**src/rtl/nes_pkg.sv**
```systemverilog
// Shared constants and FSM state encodings for the NES OAM DMA engine.
package nes_pkg;

  localparam logic [15:0]  DMA_REG_ADDR = 16'h4014;
  localparam int unsigned  OAM_SIZE     = 256;
  localparam int unsigned  STATE_W      = 3;

  typedef logic [STATE_W-1:0] dma_state_t;

  localparam dma_state_t ST_IDLE  = 3'd0;
  localparam dma_state_t ST_HALT  = 3'd1;
  localparam dma_state_t ST_ALIGN = 3'd2;
  localparam dma_state_t ST_READ  = 3'd3;
  localparam dma_state_t ST_WRITE = 3'd4;

endpackage

```
**src/rtl/oam_dma_if.sv**
```systemverilog
// CPU register, CPU-bus read and PPU OAM write signals of the OAM DMA engine.
// OAM_DMA_ABORT_EN adds the dma_abort request line.
interface oam_dma_if #(
  parameter int unsigned ADDR_W = 16
);
  logic              reg_wr;
  logic [7:0]        reg_wdata;
  logic              cpu_halt;
  logic              mem_rd;
  logic [ADDR_W-1:0] mem_addr;
  logic [7:0]        mem_rdata;
  logic              oam_wr;
  logic [7:0]        oam_addr;
  logic [7:0]        oam_wdata;
  logic              busy;
  logic              done;
`ifdef OAM_DMA_ABORT_EN
  logic              dma_abort;

  modport slave (
    input  reg_wr, reg_wdata, mem_rdata, dma_abort,
    output cpu_halt, mem_rd, mem_addr, oam_wr, oam_addr, oam_wdata, busy, done
  );

  modport master (
    output reg_wr, reg_wdata, mem_rdata, dma_abort,
    input  cpu_halt, mem_rd, mem_addr, oam_wr, oam_addr, oam_wdata, busy, done
  );
`else
  modport slave (
    input  reg_wr, reg_wdata, mem_rdata,
    output cpu_halt, mem_rd, mem_addr, oam_wr, oam_addr, oam_wdata, busy, done
  );

  modport master (
    output reg_wr, reg_wdata, mem_rdata,
    input  cpu_halt, mem_rd, mem_addr, oam_wr, oam_addr, oam_wdata, busy, done
  );
`endif
endinterface

```
**src/rtl/oam_dma.sv**
```systemverilog
// NES sprite DMA: halts the CPU and copies one page of CPU memory into PPU OAM.
// Optional OAM_DMA_ABORT_EN ends a transfer early after the current byte.
module oam_dma
  import nes_pkg::*;
#(
  parameter int unsigned XFER_LEN = 256,
  parameter int unsigned ADDR_W   = 16
) (
  input  logic     clk,
  input  logic     rst,
  oam_dma_if.slave bus
);

  localparam int unsigned IDX_W    = 8;
  localparam logic [IDX_W-1:0] LAST_IDX = IDX_W'(XFER_LEN - 1);

  if (XFER_LEN < 2 || XFER_LEN > OAM_SIZE || (XFER_LEN & (XFER_LEN - 1)) != 0) begin : g_bad_len
    $error("oam_dma: XFER_LEN must be a power of two in 2..256");
  end

  dma_state_t        state_q, state_d;
  logic              parity_q;
  logic [7:0]        page_q, page_d;
  logic [IDX_W-1:0]  idx_q, idx_d;
  logic              halt_q, halt_d;
  logic              mem_rd_q, mem_rd_d;
  logic [ADDR_W-1:0] mem_addr_q, mem_addr_d;
  logic              oam_wr_q, oam_wr_d;
  logic [7:0]        oam_addr_q, oam_addr_d;
  logic              done_q, done_d;
  logic              stop_c;

`ifdef OAM_DMA_ABORT_EN
  logic abort_q, abort_d;
  assign stop_c = abort_q | bus.dma_abort;
`else
  assign stop_c = 1'b0;
`endif

  // Next state; outputs are registered from the next state so they track the state register.
  always_comb begin
    state_d  = state_q;
    page_d   = page_q;
    idx_d    = idx_q;
    done_d   = 1'b0;
`ifdef OAM_DMA_ABORT_EN
    abort_d  = abort_q;
    if (state_q == ST_IDLE) begin
      abort_d = 1'b0;
    end else if (bus.dma_abort && (state_q == ST_READ || state_q == ST_WRITE)) begin
      abort_d = 1'b1;
    end
`endif

    case (state_q)
      ST_IDLE: begin
        if (bus.reg_wr) begin
          page_d  = bus.reg_wdata;
          idx_d   = '0;
          state_d = ST_HALT;
        end
      end
      // Reads must land on an even-parity cycle; parity flips each clock.
      ST_HALT:  state_d = parity_q ? ST_READ : ST_ALIGN;
      ST_ALIGN: state_d = ST_READ;
      ST_READ:  state_d = ST_WRITE;
      ST_WRITE: begin
        if (idx_q == LAST_IDX || stop_c) begin
          state_d = ST_IDLE;
          done_d  = 1'b1;
        end else begin
          idx_d   = idx_q + IDX_W'(1);
          state_d = ST_READ;
        end
      end
      default: state_d = ST_IDLE;
    endcase

    halt_d     = (state_d != ST_IDLE);
    mem_rd_d   = (state_d == ST_READ);
    oam_wr_d   = (state_d == ST_WRITE);
    mem_addr_d = mem_rd_d ? ADDR_W'({page_d, idx_d}) : '0;
    oam_addr_d = oam_wr_d ? idx_d : 8'h00;
  end

  always_ff @(posedge clk) begin
    if (rst) begin
      state_q    <= ST_IDLE;
      parity_q   <= 1'b0;
      page_q     <= 8'h00;
      idx_q      <= '0;
      halt_q     <= 1'b0;
      mem_rd_q   <= 1'b0;
      mem_addr_q <= '0;
      oam_wr_q   <= 1'b0;
      oam_addr_q <= 8'h00;
      done_q     <= 1'b0;
`ifdef OAM_DMA_ABORT_EN
      abort_q    <= 1'b0;
`endif
    end else begin
      state_q    <= state_d;
      parity_q   <= ~parity_q;
      page_q     <= page_d;
      idx_q      <= idx_d;
      halt_q     <= halt_d;
      mem_rd_q   <= mem_rd_d;
      mem_addr_q <= mem_addr_d;
      oam_wr_q   <= oam_wr_d;
      oam_addr_q <= oam_addr_d;
      done_q     <= done_d;
`ifdef OAM_DMA_ABORT_EN
      abort_q    <= abort_d;
`endif
    end
  end

  assign bus.cpu_halt  = halt_q;
  assign bus.busy      = halt_q;
  assign bus.mem_rd    = mem_rd_q;
  assign bus.mem_addr  = mem_addr_q;
  assign bus.oam_wr    = oam_wr_q;
  assign bus.oam_addr  = oam_addr_q;
  // Read data arrives during WRITE, so it is forwarded straight to OAM.
  assign bus.oam_wdata = oam_wr_q ? bus.mem_rdata : 8'h00;
  assign bus.done      = done_q;

endmodule
```
**src/flat_wrapper.sv**
```systemverilog
// flat-port wrapper written by rule: the top's interface ports become plain ports
module oam_dma_flat import nes_pkg::*;
#(
  parameter int unsigned XFER_LEN = 256,
  parameter int unsigned ADDR_W   = 16
)
  (clk, rst, bus_reg_wr, bus_reg_wdata, bus_mem_rdata, bus_cpu_halt, bus_mem_rd, bus_mem_addr, bus_oam_wr, bus_oam_addr, bus_oam_wdata, bus_busy, bus_done);
  oam_dma_if #(.ADDR_W(ADDR_W)) bus_i ();
  input  logic clk;
  input  logic rst;
  input wire logic [$bits(bus_i.reg_wr)-1:0] bus_reg_wr;
  input wire logic [$bits(bus_i.reg_wdata)-1:0] bus_reg_wdata;
  input wire logic [$bits(bus_i.mem_rdata)-1:0] bus_mem_rdata;
  output wire logic [$bits(bus_i.cpu_halt)-1:0] bus_cpu_halt;
  output wire logic [$bits(bus_i.mem_rd)-1:0] bus_mem_rd;
  output wire logic [$bits(bus_i.mem_addr)-1:0] bus_mem_addr;
  output wire logic [$bits(bus_i.oam_wr)-1:0] bus_oam_wr;
  output wire logic [$bits(bus_i.oam_addr)-1:0] bus_oam_addr;
  output wire logic [$bits(bus_i.oam_wdata)-1:0] bus_oam_wdata;
  output wire logic [$bits(bus_i.busy)-1:0] bus_busy;
  output wire logic [$bits(bus_i.done)-1:0] bus_done;
  assign bus_i.reg_wr = bus_reg_wr;
  assign bus_i.reg_wdata = bus_reg_wdata;
  assign bus_i.mem_rdata = bus_mem_rdata;
  assign bus_cpu_halt = bus_i.cpu_halt;
  assign bus_mem_rd = bus_i.mem_rd;
  assign bus_mem_addr = bus_i.mem_addr;
  assign bus_oam_wr = bus_i.oam_wr;
  assign bus_oam_addr = bus_i.oam_addr;
  assign bus_oam_wdata = bus_i.oam_wdata;
  assign bus_busy = bus_i.busy;
  assign bus_done = bus_i.done;
  oam_dma #(.XFER_LEN(XFER_LEN), .ADDR_W(ADDR_W)) u_core (.clk(clk), .rst(rst), .bus(bus_i));
endmodule
```
**config.mk**
```make
export PLATFORM = sky130hd
export DESIGN_NAME = oam_dma_flat
export DESIGN_NICKNAME = d
export VERILOG_FILES = /design/src/rtl/nes_pkg.sv /design/src/rtl/oam_dma_if.sv /design/src/rtl/oam_dma.sv /design/src/flat_wrapper.sv
export SDC_FILE = /design/constraint.sdc
export NUM_CORES = 1
export LEC_CHECK = 0
export ABC_CLOCK_PERIOD_IN_PS = 1760
export CORE_UTILIZATION = 45
export DETAILED_ROUTE_END_ITERATION = 10
export PLACE_DENSITY = 0.78
export SLEW_MARGIN = 10
export SYNTH_ARGS = -nofsm -noshare
export SYNTH_HDL_FRONTEND = slang
export SYNTH_SLANG_ARGS = --single-unit
export TNS_END_PERCENT = 30
```
**constraint.sdc**
```tcl
create_clock -name clk -period 1.76 [get_ports clk]
set_input_delay 0.528 -clock clk [delete_from_list [all_inputs] [get_ports clk]]
set_output_delay 0.528 -clock clk [all_outputs]
set_load 0.02 [all_outputs]
```
==> results.yml, run 1 <==
outcome:
  outcome: "complete, no violations"
cts:
  post_cts_buffers: 0
  clkTransAtPathRegs_ps: 80
  numCtsBuffers: 5
  cts_tree: "built"
  clockBufferDepth: 2
  cts_max_level: 2
  clock_latency_ps: 290
  clkSinkCount: 48
  cts-root-buf: "clkbuf_8"
worst_setup_path:
  cp.required_ps: 1230
  endpoint_kind: "primary output"
  cp_max_fo: 1
  reg2reg_depth: 4
  critPathKind: "input port to primary output"
  arrival_ps: 1220
  start_kind: "input port"
cells_and_area:
  final_common_cell: "dfxtp_1"
  finalNonFillerCells: 294
  fillCellCount: 294
  area_growth_pct: 50.3
  n_antenna_cell: 0
  nets: 265
  postLayoutCoreUtil: 0.714
  final_cell_mix: "dfxtp_1 (48), nor2_1 (36), dlymetal6s2s_1 (27)"
  drive_gt1_frac: 0.183
floorplan:
  io_pins: 56
  die-area_um2: 4150
  dieHeight_um: 64.4
  die_w_um: 64.4
  rows: 22
  coreArea_um2: 3690
  start_util: 0.475
job:
  max_cap_viol_count: 0
routing:
  viasPerCell: 4.98
  ant_nets: 0
  vias: 1465
  detail_route.wl_per_cell_um: 12.5
  first_iter_violations: 42
  drtPass1Iterations: 4
  wl_mm: 3.66
  drc: 0
sta:
  finalClockSkew_ps: 8.52
  fmax_mhz: 572
  slew_viol_final: 0
  tightest_slew_ps: 395
  finalSetupViolations: 0
  fin_crit_sh: 0.994
  relSlewSlack: 0.733
  finalCriticalPeriod_ps: 1750
  finalHoldViolations: 0
  rsz0062_at_grt: "true"
power:
  comb_power_share: 0.128
  p_per_area_nw_per_um2: 786
  ir_worst_vdd_uv: 559
  p_int_mw: 1.58
  leakagePower_nw: 1.43
  switching_power_uw: 490
  swShare: 0.237
  seq_power_share: 0.555
  clkPwrFrac: 0.316
synth:
  syn_area_per_cell_um2: 9.79
  ys_ff_latch: 48
  ys.flop_type: "dfxtp_1"
  async_flop_share: 0
  synth_top_area_cell: "dfxtp_1"
  synth_cells: 179
  synth_area_um2: 1750
  synth_edf_count: 0
  synth_top_area_frac: 0.549
  yosys-top-cells-area: "dfxtp_1 (55%), nor2_1 (7.7%), mux2i_1 (5.7%), a21oi_1 (4.0%), and2_1 (3.6%)"
  yosysSeqAreaShare: 0.549
  syn_nets: 199
  ys_types: 40
  yosysWarnings: 0
grt:
  grt_max_degree: 16
  grt_pass1_wl_mm: 6.09
  grt.overflow.total: 0
  grt_pass1_vias: 1409
  grt_usage: 0.191
  antenna_found_initial: 0
hold_path:
  hold_depth: 1
  hp-class: "flip-flop to flip-flop"
place:
  place.gp.congestion: 0.874
  hpwl_mm: 2.60
  dp_cells: 286
  portBuffers: 55
-- metrics by stage --
stage	setup slack [ps]	instance area [um^2]	total power [mW]	hold slack [ps]	setup TNS (ps)
after global placement	-453	2420	1.44	405	-11520
after CTS	-16.9	2510	2.08	422	-18.7
after detailed placement	-465	2420	1.44	410	-11680
after floorplan	186	1750	1.33	393	0
final	10.3	2630	2.07	418	0
after global routing	-4.73	2630	2.16	451	-4.73
-- final cells by class --
type                    instances  area, um^2  area share
inverters                       3        11.3     0.00428
multi-input cells             118         763       0.290
clock buffers                   7        86.3      0.0328
flip-flops and latches         48         961       0.365
well taps                      48        60.1      0.0228
clock inverters                 1        7.51     0.00285
repair buffers                 69         743       0.282
-- power by group through the flow --
stage / Combinational, mW / Clock, mW / Sequential (mW)
global placement: 0.263 / 0 / 1.17
global route: 0.286 / 0.720 / 1.16
CTS: 0.268 / 0.665 / 1.15
floorplan: 0.158 / 0 / 1.17
detailed placement: 0.267 / 0 / 1.17
finish: 0.266 / 0.655 / 1.15
-- path summary, 6_finish.rpt --
check                        startpoint                           endpoint  slack, ps
min reg2reg  u_core.parity_q$_SDFF_PP0_         u_core.parity_q$_SDFF_PP0_        420
min          u_core.parity_q$_SDFF_PP0_         u_core.parity_q$_SDFF_PP0_        420
max                    bus_mem_rdata[3]                   bus_oam_wdata[3]         10
max reg2reg  u_core.idx_q[3]$_SDFF_PP0_  u_core.bus.mem_addr[0]$_SDFF_PP0_        190
-- sequential cells by signal (all words and copies together) (netlist names) --
name / count
u_core.bus.busy: 1
u_core.page_q: 8
u_core.bus.mem_addr: 16
u_core.bus.mem_rd: 1
u_core.bus.done: 1
u_core.idx_q: 8
u_core.state_q: 3
u_core.bus.oam_wr: 1
u_core.bus.oam_addr: 8
u_core.parity_q: 1
-- metal layers --
metal / vias up / GRT usage / part of all wire
met2: 55 / 0.336 / 0.49
met5: - / 0 / 0
met4: 0 / 0.0694 / 0.011
li1: 739 / - / -
met3: 6 / 0.0661 / 0.076
met1: 665 / 0.210 / 0.42
-- cells in the mapped netlist (3+ instances only) --
cell type,n
a21oi_1,14
and2_1,10
buf_4,3
clkbuf_1,3
dfxtp_1,48
inv_1,3
mux2i_1,10
nand2_1,6
nand2b_1,4
nand3_1,5
nor2_1,36
-- cells by family (layout without fill, tap and decap cells) --
family	Yosys count	after routing	synth area share
muxes	10	10	0.0571
buffers and inverters	13	80	0.0443
and+or+nand+nor	80	80	0.245
DFF	48	48	0.549
AOI/OAI and AO/OA	27	27	0.0979
adders and majority gates	1	1	0.00714
-- critical path, cell delays in order --
cell,delay (ps)
clkdlybuf4s50_1,450
and2_1,130
buf_6,120
-- repair_timing --
| item | 4_1_cts | 5_1_grt |
|---|---|---|
| endpoints found under the setup margin | 11 | 37 |
| hold buffers | 0 | 0 |
| resized for setup | 46 | 43 |
| cloned | 0 | 0 |
| pin swaps | 1 | 2 |
Power figures use the tool's default switching activity.
==> inputs of run 2 (changes only) <==
--- a/config.mk
+++ b/config.mk
@@ -6,9 +6,12 @@
 export NUM_CORES = 1
 export LEC_CHECK = 0
 export ABC_CLOCK_PERIOD_IN_PS = 1760
+export CAP_MARGIN = 20
+export CORE_MARGIN = 5
 export CORE_UTILIZATION = 45
 export DETAILED_ROUTE_END_ITERATION = 10
 export PLACE_DENSITY = 0.78
+export SETUP_SLACK_MARGIN = 0.4
 export SLEW_MARGIN = 10
 export SYNTH_ARGS = -nofsm -noshare
 export SYNTH_HDL_FRONTEND = slang
==> results.yml, run 2 (synthesis gave the netlist of run 1 again) <==
outcome:
  outcome: "complete, no violations"
power:
  power_mw: 2.16
  p_per_area_nw_per_um2: 802
  ir_worst_vdd_uv: 708
  leakagePower_nw: 1.17
routing:
  drc: 0
  viasPerCell: 5.01
  first_iter_violations: 70
  ant_nets: 0
  detail_route.wl_per_cell_um: 13.7
  drtPass1Iterations: 4
  wl_mm: 4.17
  vias: 1524
worst_setup_path:
  max_stage_delay_ps: 380
  slowest_stage: "dfxtp_4"
  critPathKind: "flip-flop to flip-flop"
  arrival_ps: 1780
  reg2reg_depth: 4
  cp.required_ps: 2000
  cp_cell_sequence: "nand4_1 -> o21ai_4 -> mux2i_2 -> nor2b_2"
  endpoint_kind: "flip-flop"
  cp_max_fo: 7
  start_kind: "flip-flop"
sta:
  finalHoldViolations: 0
  whs_ps: 419
  finalClockSkew_ps: 9.81
  fin_crit_sh: 0.873
  rsz0062_at_grt: "true"
  tightest_slew_ps: 306
  fmax_mhz: 651
  finalSetupViolations: 0
  relSlewSlack: 0.796
  slew_viol_final: 0
  finalCriticalPeriod_ps: 1540
  fin_setup_tns_ps: 0
floorplan:
  die-area_um2: 5240
  coreArea_um2: 3720
  start_util: 0.471
  dieHeight_um: 72.4
  rows: 22
  io_pins: 56
  die_w_um: 72.4
grt:
  grt_pass1_wl_mm: 6.44
  antenna_found_initial: 0
  grt.overflow.total: 0
  grt_pass1_vias: 1507
  grt_usage: 0.158
  grt_max_degree: 16
hold_path:
  hp-class: "flip-flop to flip-flop"
  hold_depth: 1
cells_and_area:
  final_common_cell: "dfxtp_1"
  final_cell_mix: "dfxtp_1 (38), nor2_1 (35), buf_4 (20)"
  largest_reg_flops: 16
  nets: 275
  final_cell_area_um2: 2690
  drive_gt1_frac: 0.348
  n_antenna_cell: 0
  area_growth_pct: 53.7
cts:
  clockBufferDepth: 2
  clkSinkCount: 48
  numCtsBuffers: 5
  cts_max_level: 2
  cts_tree: "built"
  cts-root-buf: "clkbuf_8"
  clkTransAtPathRegs_ps: 90
  clock_latency_ps: 300
job:
  max_cap_viol_count: 0
place:
  hpwl_mm: 2.77
  portBuffers: 55
  place.gp.congestion: 0.862
  post_dp_cell_area_um2: 2420
-- run 2: area by class of cell --
class | instances | area (um^2)
inverter | 3 | 11.3
fill | 277 | 1020
multi-input combinational | 118 | 862
timing repair buffer | 79 | 674
clock buffer | 6 | 82.6
clock inverter | 2 | 13.8
tap | 48 | 60.1
sequential | 48 | 988
-- run 2: what timing repair did --
action / 4_1_cts / 5_1_grt
gates cloned: 0 / 1
resized for setup: 156 / 28
pin swaps: 9 / 12
hold buffers: 0 / 0
setup buffers: 5 / 6
setup endpoints to repair: 81 / 68
-- run 2: critical path: cells and delay by family (launching register included) --
kind	cells	cell delay (ps)
AO/OA/AOI/OAI	1	320
flip-flops	1	380
multiplexers	1	310
AND/OR/NAND/NOR	2	450
-- run 2: path summary, 6_finish.rpt --
kind / from / end / slack (ps)
worst max-delay path: u_core.idx_q[3]$_SDFF_PP0_ / u_core.idx_q[0]$_SDFF_PP0_ / 220
worst min-delay path: u_core.parity_q$_SDFF_PP0_ / u_core.parity_q$_SDFF_PP0_ / 420
worst max register to register: u_core.idx_q[3]$_SDFF_PP0_ / u_core.idx_q[0]$_SDFF_PP0_ / 220
worst min register to register: u_core.parity_q$_SDFF_PP0_ / u_core.parity_q$_SDFF_PP0_ / 420
-- run 2: power breakdown --
| part | internal, mW | leakage (nW) | switching [mW] |
|---|---|---|---|
| Combinational | 0.175 | 0.718 | 0.156 |
| Sequential | 1.12 | 0.396 | 0.0295 |
| Clock | 0.321 | 0.0516 | 0.360 |
-- run 2: per-stage QoR --
step	util	worst slack, ps	cells
2_1_floorplan	-	194	179
3_3_place_gp	0.650	-456	284
3_5_place_dp	0.650	-472	284
4_1_cts	0.681	257	297
5_1_grt	0.725	167	304
6_report	0.725	224	304
-- run 2: routing by layer --
metal	global-route usage	part of all wire
met1	0.166	0.40
met2	0.265	0.47
met3	0.0776	0.11
met4	0.0758	0.023
met5	0	0
==> inputs of run 3 (changes only) <==
--- a/config.mk
+++ b/config.mk
@@ -7,7 +7,7 @@
 export LEC_CHECK = 0
 export ABC_CLOCK_PERIOD_IN_PS = 1760
 export CAP_MARGIN = 20
-export CORE_MARGIN = 5
+export CORE_MARGIN = 10
 export CORE_UTILIZATION = 45
 export DETAILED_ROUTE_END_ITERATION = 10
 export PLACE_DENSITY = 0.78
==> results.yml, run 3 (synthesis gave the netlist of run 1 again) <==
power:
  ir_worst_vdd_uv: 658
  p_per_area_nw_per_um2: 837
  leakagePower_nw: 1.20
sta:
  fin_crit_sh: 0.874
  fmax_mhz: 650
  finalHoldViolations: 0
  relSlewSlack: 0.730
  slew_viol_final: 0
  worst_slack_ps: 221
  rsz0062_at_grt: "true"
  whs_ps: 419
  finalSetupViolations: 0
  tightest_slew_ps: 403
  finalClockSkew_ps: 3.96
  finalCriticalPeriod_ps: 1540
worst_setup_path:
  cp_max_fo: 7
  r2r-end: "u_core.bus.oam_addr[1]$_SDFF_PP0_"
  r2r-start: "u_core.state_q[0]$_SDFF_PP0_"
  cp-endpoint: "u_core.bus.oam_addr[1]$_SDFF_PP0_"
  critical_path.startpoint: "bus_reg_wr"
  critPathKind: "input port to flip-flop"
  crit_family: "simple AND/OR/NAND/NOR gates"
  cp_cell_sequence: "clkdlybuf4s15_2 -> or4b_4 -> and2_4 -> mux2i_2 -> nor2_1"
  endpoint_kind: "flip-flop"
  max_stage_delay_ps: 560
  reg2reg_depth: 4
  cp_num_buf_inv: 1
  cp.required_ps: 1960
  arrival_ps: 1740
  path_depth: 5
  slowest_stage: "or4b_4"
  ff2ff_setup_slack_ps: 230
  start_kind: "input port"
grt:
  grt_max_degree: 15
  grt_pass1_vias: 1420
  antenna_found_initial: 0
  grt_usage: 0.124
  grt.overflow.total: 0
  grt_pass1_wl_mm: 6.51
floorplan:
  start_util: 0.471
  rows: 22
  io_pins: 56
  die-area_um2: 6790
  die_w_um: 82.4
  coreArea_um2: 3720
  dieHeight_um: 82.4
cells_and_area:
  drive_gt1_frac: 0.390
  final_cell_mix: "dfxtp_1 (38), nor2_1 (36), buf_4 (22)"
  largest_reg_flops: 16
  final_cell_area_um2: 2810
  n_antenna_cell: 0
  final_common_cell: "dfxtp_1"
  postLayoutCoreUtil: 0.756
  area_growth_pct: 60.3
  nets: 278
cts:
  cts_max_level: 2
  cts_tree: "built"
  cts_hold_buf: 0
  clock_latency_ps: 300
  cts-root-buf: "clkbuf_8"
  clockBufferDepth: 2
  clkSinkCount: 48
  numCtsBuffers: 5
  clkTransAtPathRegs_ps: 80
routing:
  drc: 0
  ant_nets: 0
  vias: 1604
  detail_route.wl_per_cell_um: 17.2
  first_iter_violations: 125
  drtPass1Iterations: 4
  wl_mm: 5.28
  viasPerCell: 5.22
outcome:
  outcome: "complete, no violations"
place:
  place.gp.congestion: 0.858
  place_ws_ps: -485
  hpwl_mm: 3.01
  post_dp_cell_area_um2: 2400
  portBuffers: 55
job:
  max_cap_viol_count: 0
hold_path:
  hp-class: "flip-flop to flip-flop"
## run 3: changes by cell type in the layout (fill, tap and decap cells not counted), moves of 3 or more
cell	change
mux2i_2	+3
mux2i_1	-3
dfxtp_4	+3
dfxtp_2	-3
## run 3: how the worst min path moves through the flow
stage | from | to | slack, ps | depth (start not counted)
6_report | u_core.parity_q$_SDFF_PP0_ | u_core.parity_q$_SDFF_PP0_ | 420 | 1
5_1_grt | u_core.parity_q$_SDFF_PP0_ | u_core.parity_q$_SDFF_PP0_ | 460 | 1
4_1_cts | u_core.parity_q$_SDFF_PP0_ | u_core.parity_q$_SDFF_PP0_ | 430 | 1
3_5_place_dp | u_core.parity_q$_SDFF_PP0_ | u_core.parity_q$_SDFF_PP0_ | 410 | 1
3_3_place_gp | u_core.parity_q$_SDFF_PP0_ | u_core.parity_q$_SDFF_PP0_ | 410 | 1
2_1_floorplan | u_core.parity_q$_SDFF_PP0_ | u_core.parity_q$_SDFF_PP0_ | 390 | 1
## run 3: power breakdown
group          total [mW]  switching, mW  leakage (nW)  internal (mW)
sequential           1.14         0.0286         0.397           1.11
clock               0.850          0.349        0.0645          0.501
combinational       0.358          0.174         0.735          0.184
## run 3: routing by layer
metal  wire length [um]  vias to the layer above  global-route usage  part of all wire
met1               1960                      746               0.129              0.37
met5                  0                        -                   0                 0
li1                   -                      766                   -                 -
met4                100                        0              0.0425             0.019
met3                643                       11              0.0756              0.12
met2               2580                       81               0.203              0.49
## run 3: what timing repair did
action,4_1_cts,5_1_grt
pin swaps,11,15
gates cloned,0,1
buffers inserted,5,10
gates resized for setup,156,45
endpoints found under the hold margin,0,0
setup endpoints to repair,78,68
## run 3: worst reg2reg max path, stage by stage (launching register included)
cell and delay, ps:
dfxtp_4 390, or4b_4 630, and2_4 180, mux2i_2 170, nor2_1 60
## run 3: final cells by class
| type | count | area, um^2 |
|---|---|---|
| Clock buffer | 7 | 96.3 |
| Sequential cell | 48 | 996 |
| Inverter | 3 | 11.3 |
| Tap cell | 48 | 60.1 |
| Fill cell | 253 | 908 |
| Timing Repair Buffer | 82 | 688 |
| Clock inverter | 1 | 30.0 |
| Multi-Input combinational cell | 118 | 926 |
## run 3: through the flow
stage / TNS (ps) / power, mW / instances
detailed placement: -12120 / 1.44 / 283
floorplan: 0 / 1.34 / 179
global route: 0 / 2.43 / 307
CTS: 0 / 2.26 / 296
global placement: -11570 / 1.43 / 283
finish: 0 / 2.35 / 307
